**src/rtl/imem_dmem_port_arbiter_if.sv**
```systemverilog
`default_nettype none
// ============================================================================
//  Module      : imem_dmem_port_arbiter_if
//  Description : Bundles the fetch channel, the load/store channel and the
//                unified single-ported memory bus seen by the arbiter.
//                slave  = arbiter side, master = datapath/memory side.
//  Revision    : 1.0 - initial release
// ============================================================================
interface imem_dmem_port_arbiter_if #(
    parameter int AW = 32,
    parameter int DW = 32
);
    // Instruction-fetch channel
    logic          i_req;
    logic [AW-1:0] i_addr;
    logic          i_gnt;
    logic          i_rvalid;
    logic [DW-1:0] i_rdata;

    // Load/store channel
    logic          d_req;
    logic          d_we;
    logic [AW-1:0] d_addr;
    logic [DW-1:0] d_wdata;
    logic          d_gnt;
    logic          d_rvalid;
    logic [DW-1:0] d_rdata;

    // Unified memory bus
    logic          mem_en;
    logic          mem_we;
    logic [AW-1:0] mem_addr;
    logic [DW-1:0] mem_wdata;
    logic [DW-1:0] mem_rdata;

    // Arbiter status for PC hold logic
    logic          busy;

    modport slave (
        input  i_req, i_addr,
        output i_gnt, i_rvalid, i_rdata,
        input  d_req, d_we, d_addr, d_wdata,
        output d_gnt, d_rvalid, d_rdata,
        output mem_en, mem_we, mem_addr, mem_wdata,
        input  mem_rdata,
        output busy
    );

    modport master (
        output i_req, i_addr,
        input  i_gnt, i_rvalid, i_rdata,
        output d_req, d_we, d_addr, d_wdata,
        input  d_gnt, d_rvalid, d_rdata,
        input  mem_en, mem_we, mem_addr, mem_wdata,
        output mem_rdata,
        input  busy
    );
endinterface
`default_nettype wire

```
**src/rtl/imem_dmem_port_arbiter.sv**
```systemverilog
`default_nettype none
// ============================================================================
//  Module      : imem_dmem_port_arbiter
//  Description : Shares one single-ported unified memory between the fetch
//                and load/store paths. Fixed data-over-fetch priority, one
//                non-pipelined access at a time sequenced by a fixed-latency
//                counter: IDLE -> ACCESS -> WAIT (MEM_LAT cycles) -> RESP.
//                Optional anti-starvation (macro ARB_ANTISTARVE_EN) forces a
//                fetch grant after STARVE_MAX consecutive data grants while
//                fetch is waiting.
//  Revision    : 1.0 - initial release
// ============================================================================
module imem_dmem_port_arbiter #(
    parameter int AW         = 32,
    parameter int DW         = 32,
    parameter int MEM_LAT    = 2,
    parameter int STARVE_MAX = 4
) (
    input  wire                     clk,
    input  wire                     rst,    // asynchronous, active-low
    imem_dmem_port_arbiter_if.slave bus
);

    localparam int CW = 4;  // holds MEM_LAT-1 for MEM_LAT up to 15

    typedef enum logic [1:0] {
        S_IDLE   = 2'd0,
        S_ACCESS = 2'd1,
        S_WAIT   = 2'd2,
        S_RESP   = 2'd3
    } state_t;

    generate
        if (MEM_LAT < 1 || MEM_LAT > 15 || STARVE_MAX < 1) begin : g_bad_param
            $error("imem_dmem_port_arbiter: MEM_LAT must be 1..15 and STARVE_MAX >= 1");
        end
    endgenerate

    state_t        r_state;
    state_t        w_state_nxt;
    logic          r_owner_d;   // 1 = data channel owns the transaction
    logic          r_we;
    logic [AW-1:0] r_addr;
    logic [DW-1:0] r_wdata;
    logic [CW-1:0] r_cnt;
    logic [DW-1:0] r_i_rdata;
    logic [DW-1:0] r_d_rdata;

    logic          w_start;
    logic          w_pick_d;

    assign w_start = bus.d_req | bus.i_req;

`ifdef ARB_ANTISTARVE_EN
    localparam int SCW = $clog2(STARVE_MAX + 1);

    logic [SCW-1:0] r_scnt;
    logic           w_force_i;

    assign w_force_i = bus.i_req & bus.d_req & (r_scnt == SCW'(STARVE_MAX));
    assign w_pick_d  = bus.d_req & ~w_force_i;

    // Count consecutive data grants that overtook a waiting fetch
    always_ff @(posedge clk or negedge rst) begin
        if (!rst) begin
            r_scnt <= '0;
        end else if (r_state == S_IDLE) begin
            if (!bus.i_req) begin
                r_scnt <= '0;
            end else if (w_start && !w_pick_d) begin
                r_scnt <= '0;
            end else if (w_start && w_pick_d && (r_scnt != SCW'(STARVE_MAX))) begin
                r_scnt <= r_scnt + SCW'(1);
            end
        end
    end
`else
    assign w_pick_d = bus.d_req;
`endif

    // State register
    always_ff @(posedge clk or negedge rst) begin
        if (!rst) begin
            r_state <= S_IDLE;
        end else begin
            r_state <= w_state_nxt;
        end
    end

    // Request latch, latency counter and per-channel response registers
    always_ff @(posedge clk or negedge rst) begin
        if (!rst) begin
            r_owner_d <= 1'b0;
            r_we      <= 1'b0;
            r_addr    <= '0;
            r_wdata   <= '0;
            r_cnt     <= '0;
            r_i_rdata <= '0;
            r_d_rdata <= '0;
        end else begin
            case (r_state)
                S_IDLE: begin
                    if (w_start) begin
                        r_owner_d <= w_pick_d;
                        r_we      <= w_pick_d & bus.d_we;
                        r_addr    <= w_pick_d ? bus.d_addr : bus.i_addr;
                        r_wdata   <= w_pick_d ? bus.d_wdata : '0;
                    end
                end
                S_ACCESS: begin
                    r_cnt <= CW'(MEM_LAT - 1);
                end
                S_WAIT: begin
                    if (r_cnt == '0) begin
                        if (r_owner_d) begin
                            r_d_rdata <= r_we ? '0 : bus.mem_rdata;
                        end else begin
                            r_i_rdata <= bus.mem_rdata;
                        end
                    end else begin
                        r_cnt <= r_cnt - CW'(1);
                    end
                end
                default: begin
                end
            endcase
        end
    end

    // Next-state and Moore-decoded outputs
    always_comb begin
        w_state_nxt   = r_state;
        bus.i_gnt     = 1'b0;
        bus.d_gnt     = 1'b0;
        bus.i_rvalid  = 1'b0;
        bus.d_rvalid  = 1'b0;
        bus.mem_en    = 1'b0;
        bus.mem_we    = 1'b0;
        bus.mem_addr  = r_addr;
        bus.mem_wdata = r_wdata;
        bus.i_rdata   = r_i_rdata;
        bus.d_rdata   = r_d_rdata;
        bus.busy      = (r_state != S_IDLE);
        case (r_state)
            S_IDLE: begin
                if (w_start) begin
                    w_state_nxt = S_ACCESS;
                end
            end
            S_ACCESS: begin
                bus.mem_en  = 1'b1;
                bus.mem_we  = r_we;
                bus.i_gnt   = ~r_owner_d;
                bus.d_gnt   = r_owner_d;
                w_state_nxt = S_WAIT;
            end
            S_WAIT: begin
                if (r_cnt == '0) begin
                    w_state_nxt = S_RESP;
                end
            end
            S_RESP: begin
                bus.i_rvalid = ~r_owner_d;
                bus.d_rvalid = r_owner_d;
                w_state_nxt  = S_IDLE;
            end
            default: begin
                w_state_nxt = S_IDLE;
            end
        endcase
    end

endmodule
`default_nettype wire

```
**src/flat_wrapper.sv**
```systemverilog
// flat-port wrapper written by rule: the top's interface ports become plain ports
module imem_dmem_port_arbiter_flat 
#(
    parameter int AW         = 32,
    parameter int DW         = 32,
    parameter int MEM_LAT    = 2,
    parameter int STARVE_MAX = 4
)
  (clk, rst, bus_i_req, bus_i_addr, bus_i_gnt, bus_i_rvalid, bus_i_rdata, bus_d_req, bus_d_we, bus_d_addr, bus_d_wdata, bus_d_gnt, bus_d_rvalid, bus_d_rdata, bus_mem_en, bus_mem_we, bus_mem_addr, bus_mem_wdata, bus_mem_rdata, bus_busy);
  imem_dmem_port_arbiter_if #(.AW(AW), .DW(DW)) bus_i ();
  input  wire clk;
  input  wire rst;
  input wire logic [$bits(bus_i.i_req)-1:0] bus_i_req;
  input wire logic [$bits(bus_i.i_addr)-1:0] bus_i_addr;
  output wire logic [$bits(bus_i.i_gnt)-1:0] bus_i_gnt;
  output wire logic [$bits(bus_i.i_rvalid)-1:0] bus_i_rvalid;
  output wire logic [$bits(bus_i.i_rdata)-1:0] bus_i_rdata;
  input wire logic [$bits(bus_i.d_req)-1:0] bus_d_req;
  input wire logic [$bits(bus_i.d_we)-1:0] bus_d_we;
  input wire logic [$bits(bus_i.d_addr)-1:0] bus_d_addr;
  input wire logic [$bits(bus_i.d_wdata)-1:0] bus_d_wdata;
  output wire logic [$bits(bus_i.d_gnt)-1:0] bus_d_gnt;
  output wire logic [$bits(bus_i.d_rvalid)-1:0] bus_d_rvalid;
  output wire logic [$bits(bus_i.d_rdata)-1:0] bus_d_rdata;
  output wire logic [$bits(bus_i.mem_en)-1:0] bus_mem_en;
  output wire logic [$bits(bus_i.mem_we)-1:0] bus_mem_we;
  output wire logic [$bits(bus_i.mem_addr)-1:0] bus_mem_addr;
  output wire logic [$bits(bus_i.mem_wdata)-1:0] bus_mem_wdata;
  input wire logic [$bits(bus_i.mem_rdata)-1:0] bus_mem_rdata;
  output wire logic [$bits(bus_i.busy)-1:0] bus_busy;
  assign bus_i.i_req = bus_i_req;
  assign bus_i.i_addr = bus_i_addr;
  assign bus_i_gnt = bus_i.i_gnt;
  assign bus_i_rvalid = bus_i.i_rvalid;
  assign bus_i_rdata = bus_i.i_rdata;
  assign bus_i.d_req = bus_d_req;
  assign bus_i.d_we = bus_d_we;
  assign bus_i.d_addr = bus_d_addr;
  assign bus_i.d_wdata = bus_d_wdata;
  assign bus_d_gnt = bus_i.d_gnt;
  assign bus_d_rvalid = bus_i.d_rvalid;
  assign bus_d_rdata = bus_i.d_rdata;
  assign bus_mem_en = bus_i.mem_en;
  assign bus_mem_we = bus_i.mem_we;
  assign bus_mem_addr = bus_i.mem_addr;
  assign bus_mem_wdata = bus_i.mem_wdata;
  assign bus_i.mem_rdata = bus_mem_rdata;
  assign bus_busy = bus_i.busy;
  imem_dmem_port_arbiter #(.AW(AW), .DW(DW), .MEM_LAT(MEM_LAT), .STARVE_MAX(STARVE_MAX)) u_core (.clk(clk), .rst(rst), .bus(bus_i));
endmodule
```
**config.mk**
```make
export PLATFORM = sky130hd
export DESIGN_NAME = imem_dmem_port_arbiter_flat
export DESIGN_NICKNAME = d
export VERILOG_FILES = /design/src/rtl/imem_dmem_port_arbiter_if.sv /design/src/rtl/imem_dmem_port_arbiter.sv /design/src/flat_wrapper.sv
export SDC_FILE = /design/constraint.sdc
export NUM_CORES = 1
export LEC_CHECK = 0
export CAP_MARGIN = 20
export CELL_PAD_IN_SITES_DETAIL_PLACEMENT = 1
export CELL_PAD_IN_SITES_GLOBAL_PLACEMENT = 2
export CORE_ASPECT_RATIO = 1.75
export CORE_MARGIN = 2
export CORE_UTILIZATION = 27
export CTS_BUF_LIST = sky130_fd_sc_hd__clkbuf_8 sky130_fd_sc_hd__clkbuf_16
export DETAILED_ROUTE_END_ITERATION = 16
export PLACE_DENSITY_LB_ADDON = 0.05
export SETUP_SLACK_MARGIN = 0.02
export SLEW_MARGIN = 20
export SYNTH_ARGS = -nofsm -noshare
export SYNTH_HDL_FRONTEND = slang
export SYNTH_SLANG_ARGS = --single-unit
```
**constraint.sdc**
```tcl
create_clock -name clk -period 3.3 [get_ports clk]
set_input_delay 0.66 -clock clk [delete_from_list [all_inputs] [get_ports clk]]
set_output_delay 0.66 -clock clk [all_outputs]
set_load 0.005 [all_outputs]
```
# --- Word-level counts from Yosys, hierarchy flattened ---
# Cells that the tools add are included.
totals:
  regBits: 136
  input_bits: 133
  output_inout_bits: 135
classes:
  n_bitwise: 3
  muxes: 14
  n_addsub: 1
  reduce_logical: 9
  eq_ne: 6
op_table:
  columns: ["op", "count"]
  rows:
  - ["32-bit two-way mux", 3]
  - ["2-bit one-hot mux with 4 select lines", 1]
  - ["4-bit one-hot mux with 2 select lines", 1]
  - ["1-bit two-way mux", 6]
  - ["2-bit AND reduction", 3]
  - ["3-bit AND reduction", 2]
  - ["2-bit == test (second input constant)", 2]
  - ["4-bit zero test", 1]
  - ["2-bit two-way mux", 2]
  - ["4-bit two-way mux", 1]
  - ["2-bit by 1-bit inequality test with 1-bit output (second input constant)", 2]
  - ["2-bit nonzero test", 2]
  - ["4-bit by 1-bit subtractor with 4-bit output (second input constant)", 1]
  - ["2-bit by 1-bit == test with 1-bit output (second input constant)", 1]
  - ["2-bit zero test", 1]
  - ["2-bit inequality test (second input constant)", 1]
  - ["1-bit AND", 1]
  - ["1-bit NOT", 1]
  - ["1-bit OR", 1]

# --- Longest topological paths before layout ---
depth:
  word_depth: 3
  depth_mapped: 8
  ltp_nobuf: 5

# --- Worst setup path after synthesis ---
# No wires, ideal clock.
synth_path:
  path_type: "register to output"
  start: "register u_core.r_state[0]"
  end: "output bus_busy"
  t_arrival_ps: 1147
  path_stages_with_launch: 6
  path_buffers: 2
  slack_ps: 1493
  cell_sequence: "dfrtp_1 inv_1 ha_1 buf_2 buf_1 inv_1"
synth_between:
  elab_chain_len: 1
synth_lines:
  columns: ["element", "line", "rtl"]
  rows:
  - ["from (decl)", "imem_dmem_port_arbiter.sv:39", "state_t r_state;"]
  - ["from (signal assigned)", "imem_dmem_port_arbiter.sv:86", "r_state <= w_state_nxt;"]
  - ["2-bit nonzero test", "imem_dmem_port_arbiter.sv:143", "bus.busy = (r_state != S_IDLE);"]
  - ["to (decl)", "flat_wrapper.sv:30", "output wire logic [$bits(bus_i.busy)-1:0] bus_busy;"]
# Every way passes these cells.

# --- Final worst setup path ---
layout_path:
  start: "register u_core.r_state[1]"
  end: "output bus_i_gnt"
layout_between:
  elab_chain_len: 2
layout_lines:
  columns: ["element", "line", "rtl"]
  rows:
  - ["2-bit by 1-bit == test with 1-bit output", "imem_dmem_port_arbiter.sv:144", "case (r_state)"]
  - ["1-bit two-way mux", "imem_dmem_port_arbiter.sv:144", null]
  - ["to (decl)", "flat_wrapper.sv:15", "output wire logic [$bits(bus_i.i_gnt)-1:0] bus_i_gnt;"]
# Every way passes these cells.

==> metrics <==
WP buf/inv 3; I/O Buffers 267; Initial Utilization 27.32%; ANT nets after route 0; reg2reg setup slack 1100 ps; vias in the first global route 5,268; initial antenna violation count 0; Post-CTS Resized 0; Setup crit end bus_i_gnt; Area contributors post-synth dfrtp_1 57%, mux2_4 7.5%, mux2_2 6.6%, nand2_1 6.5%, mux2i_1 5.7%; Tot GR Track Use 16.25%; Least-Margin Pin Slew 711.9 ps; post-synthesis instance total 503; CP arrival 1950 ps; Hold Fails Final Rpt 0; delay-heaviest family, CP buffers and inverters; clock skew 9.820 ps; top-level I/O count 268; Critical Path Start u_core.r_state[1]$_DFFE_PN0P_; slowest CP cell clkdlybuf4s50_1; most used cell along the critical path inv_1; Distinct cells, synth 30; RSZ-0062 raised after global routing false; period utilization 79.04%; CTS Sinks 136; dpl ws 816.9 ps; sequential fraction of the synthesis area 56.68%; CTS tree built; WP depth 5; Critical Path RT 2640 ps; GRT Residual Overflow 0; drt wl/cell 17.13 um; worst stage delay on the critical path 510 ps; reg2reg end u_core.bus.i_rdata[18]$_DFFE_PN0P_; top-count cell post-synth dfrtp_1; Synth area leader dfrtp_1; share of layout cells above drive strength 1 14.12%; Slew Limit Fails 0; drt first pass iters 4; syn avg cell area 11.94 um^2; max frequency 0.3834 GHz; post-DP HPWL 13,490 um; setup total negative slack 0 ps; Post-Place Cell Area 8937 um^2; predominant post-synthesis flop cell dfrtp_1; core footprint 21,980 um^2; final hold slack 253.6 ps; Power Dens Cells 880.6 nW/um^2; Nets 905; headroom to the max-slew limit 52.54%; worst r2r src u_core.r_state[0]$_DFFE_PN0P_; row count 72; Setup CP Type reg2out; die area 23,490 um^2; Worst setup SP type flip-flop; CTS root buf clkbuf_16; GPL Wtd Cong 0.7382; DRT iter0 DRCs 152; # setup viols final 0; pin count of the biggest net entering global routing 68; PnR worst setup slack 691.7 ps; top cell type's share of synthesized area 56.68%; cell area after synthesis 6005 um^2; total number of yosys warnings 0; Post-synth ARST share 100.0%; postcts setup bufs 0; Mapped Nets 642; worst skew pair latency 420 ps; H-tree levels 4; via count 4,721; max_cap viols 0; Pwr Total 8.367 mW; Longest Clk Path Bufs 2; wirelength, routed 18,420 um; clk slew on worst S/H paths 60 ps; Hold Path Class in2async; critical path fanouts, max 5; most frequent cells after synthesis 136 x dfrtp_1, 104 x nand2_1, 35 x mux2_2; synthesized flop and latch total 136; CTS Buf Count 17; maximum vdd ir drop 0.2824 mV; Pleak 4.357 nW; Die Span Y 201.3 um; shortest period the worst path allows 2608 ps; Post-synth EDFFs 0; design area 9502 um^2; first-pass GRT wire length 28,880 um; CP cell instances inv_1 -> ha_1 -> inv_1 -> nor2_1 -> clkdlybuf4s50_1; CP Capture Type output pin; drc violations 0; R2R depth 6; status complete, no violations; Die W 116.7 um; Layout Area Growth over Synthesis 58.24%; vias per cell 4.392; Diodes inserted 0; hold-fix buffer count after cts 0
## logic make-up after synthesis
family / share of synthesized area (%)
compound gates: 3.459
buf+inv: 3.918
flops: 56.68
fa+ha+maj: 1.250
simple gates: 14.96
mux: 19.73
## worst min-delay path by stage
stage,to,from
after floorplan,u_core.bus.d_rdata[0]$_DFFE_PN0P_,rst
after global placement,u_core.bus.mem_wdata[6]$_DFFE_PN0P_,u_core.bus.mem_wdata[6]$_DFFE_PN0P_
after detailed placement,u_core.bus.mem_wdata[28]$_DFFE_PN0P_,u_core.bus.mem_wdata[28]$_DFFE_PN0P_
after CTS,u_core.bus.d_rdata[17]$_DFFE_PN0P_,rst
after global routing,u_core.bus.d_rdata[17]$_DFFE_PN0P_,rst
final,u_core.bus.i_rdata[17]$_DFFE_PN0P_,rst
## per-layer routing
| metal | global-route usage (%) | vias to the layer above | share of wire [%] |
|---|---|---|---|
| met1 | 17.03 | 2315 | 37 |
| met3 | 5.602 | 30 | 6.8 |
| met2 | 28.78 | 167 | 53 |
| li1 | - | 2209 | - |
| met5 | 0 | - | 0 |
| met4 | 6.975 | 0 | 3.1 |
## cell usage in the layout, fill, tap and decap left out
cell | netlist | routed
and3_1 | 1 | 1
buf_6 | 2 | 1
dfrtp_1 | 136 | 136
or3b_1 | 1 | 1
nor3b_1 | 1 | 1
inv_1 | 7 | 10
buf_4 | 3 | 9
nand3_1 | 34 | 34
nand2_1 | 104 | 104
clkbuf_16 | 0 | 17
o2bb2ai_1 | 1 | 1
mux2_2 | 35 | 35
o21ai_0 | 34 | 34
nand4bb_4 | 1 | 1
clkdlybuf4s50_1 | 0 | 265
buf_12 | 3 | 1
clkinvlp_4 | 0 | 2
buf_2 | 8 | 1
o32a_1 | 1 | 1
nand4b_1 | 1 | 1
mux2i_1 | 34 | 34
clkinv_2 | 0 | 5
nor3_1 | 1 | 1
bufinv_16 | 0 | 1
ha_1 | 6 | 6
o21ai_4 | 0 | 1
nor2_4 | 0 | 1
and2b_1 | 30 | 30
nor2b_1 | 3 | 3
nor2_1 | 3 | 2
clkbuf_8 | 0 | 4
a21oi_1 | 2 | 2
mux2_4 | 30 | 30
and2_1 | 2 | 2
or2_4 | 0 | 1
## power breakdown
| group | leakage [nW] | switching [mW] | internal (mW) |
|---|---|---|---|
| clock | 0.288 | 0.707 | 1.10 |
| combinational | 2.39 | 1.38 | 2.27 |
| sequential | 1.68 | 0.448 | 2.46 |
## registers in the layout (all words and copies together) (netlist names)
name and flops:
u_core.bus.d_rdata 32, u_core.r_state 2, u_core.r_cnt 4, u_core.bus.i_rdata 32, u_core.bus.mem_addr 32, u_core.r_owner_d 1
u_core.bus.mem_wdata 32, u_core.r_we 1
## final cells by class
| type | instances | area, um^2 |
|---|---|---|
| tap | 296 | 370.4 |
| multi-input combinational | 327 | 2384 |
| fill | 2450 | 12480 |
| sequential | 136 | 3403 |
| clock inverter | 11 | 81.33 |
| clock buffer | 21 | 480.5 |
| inverter | 7 | 26.28 |
| timing repair buffer | 277 | 2756 |
## stage by stage
step / instances / util (%)
finish: 1075 / 43.23
global route: 1075 / 43.23
CTS: 1075 / 43.21
detailed placement: 1043 / 40.66
global placement: 1043 / 40.66
floorplan: 503 / -
Note: power is estimated with default switching activity, not from simulation.
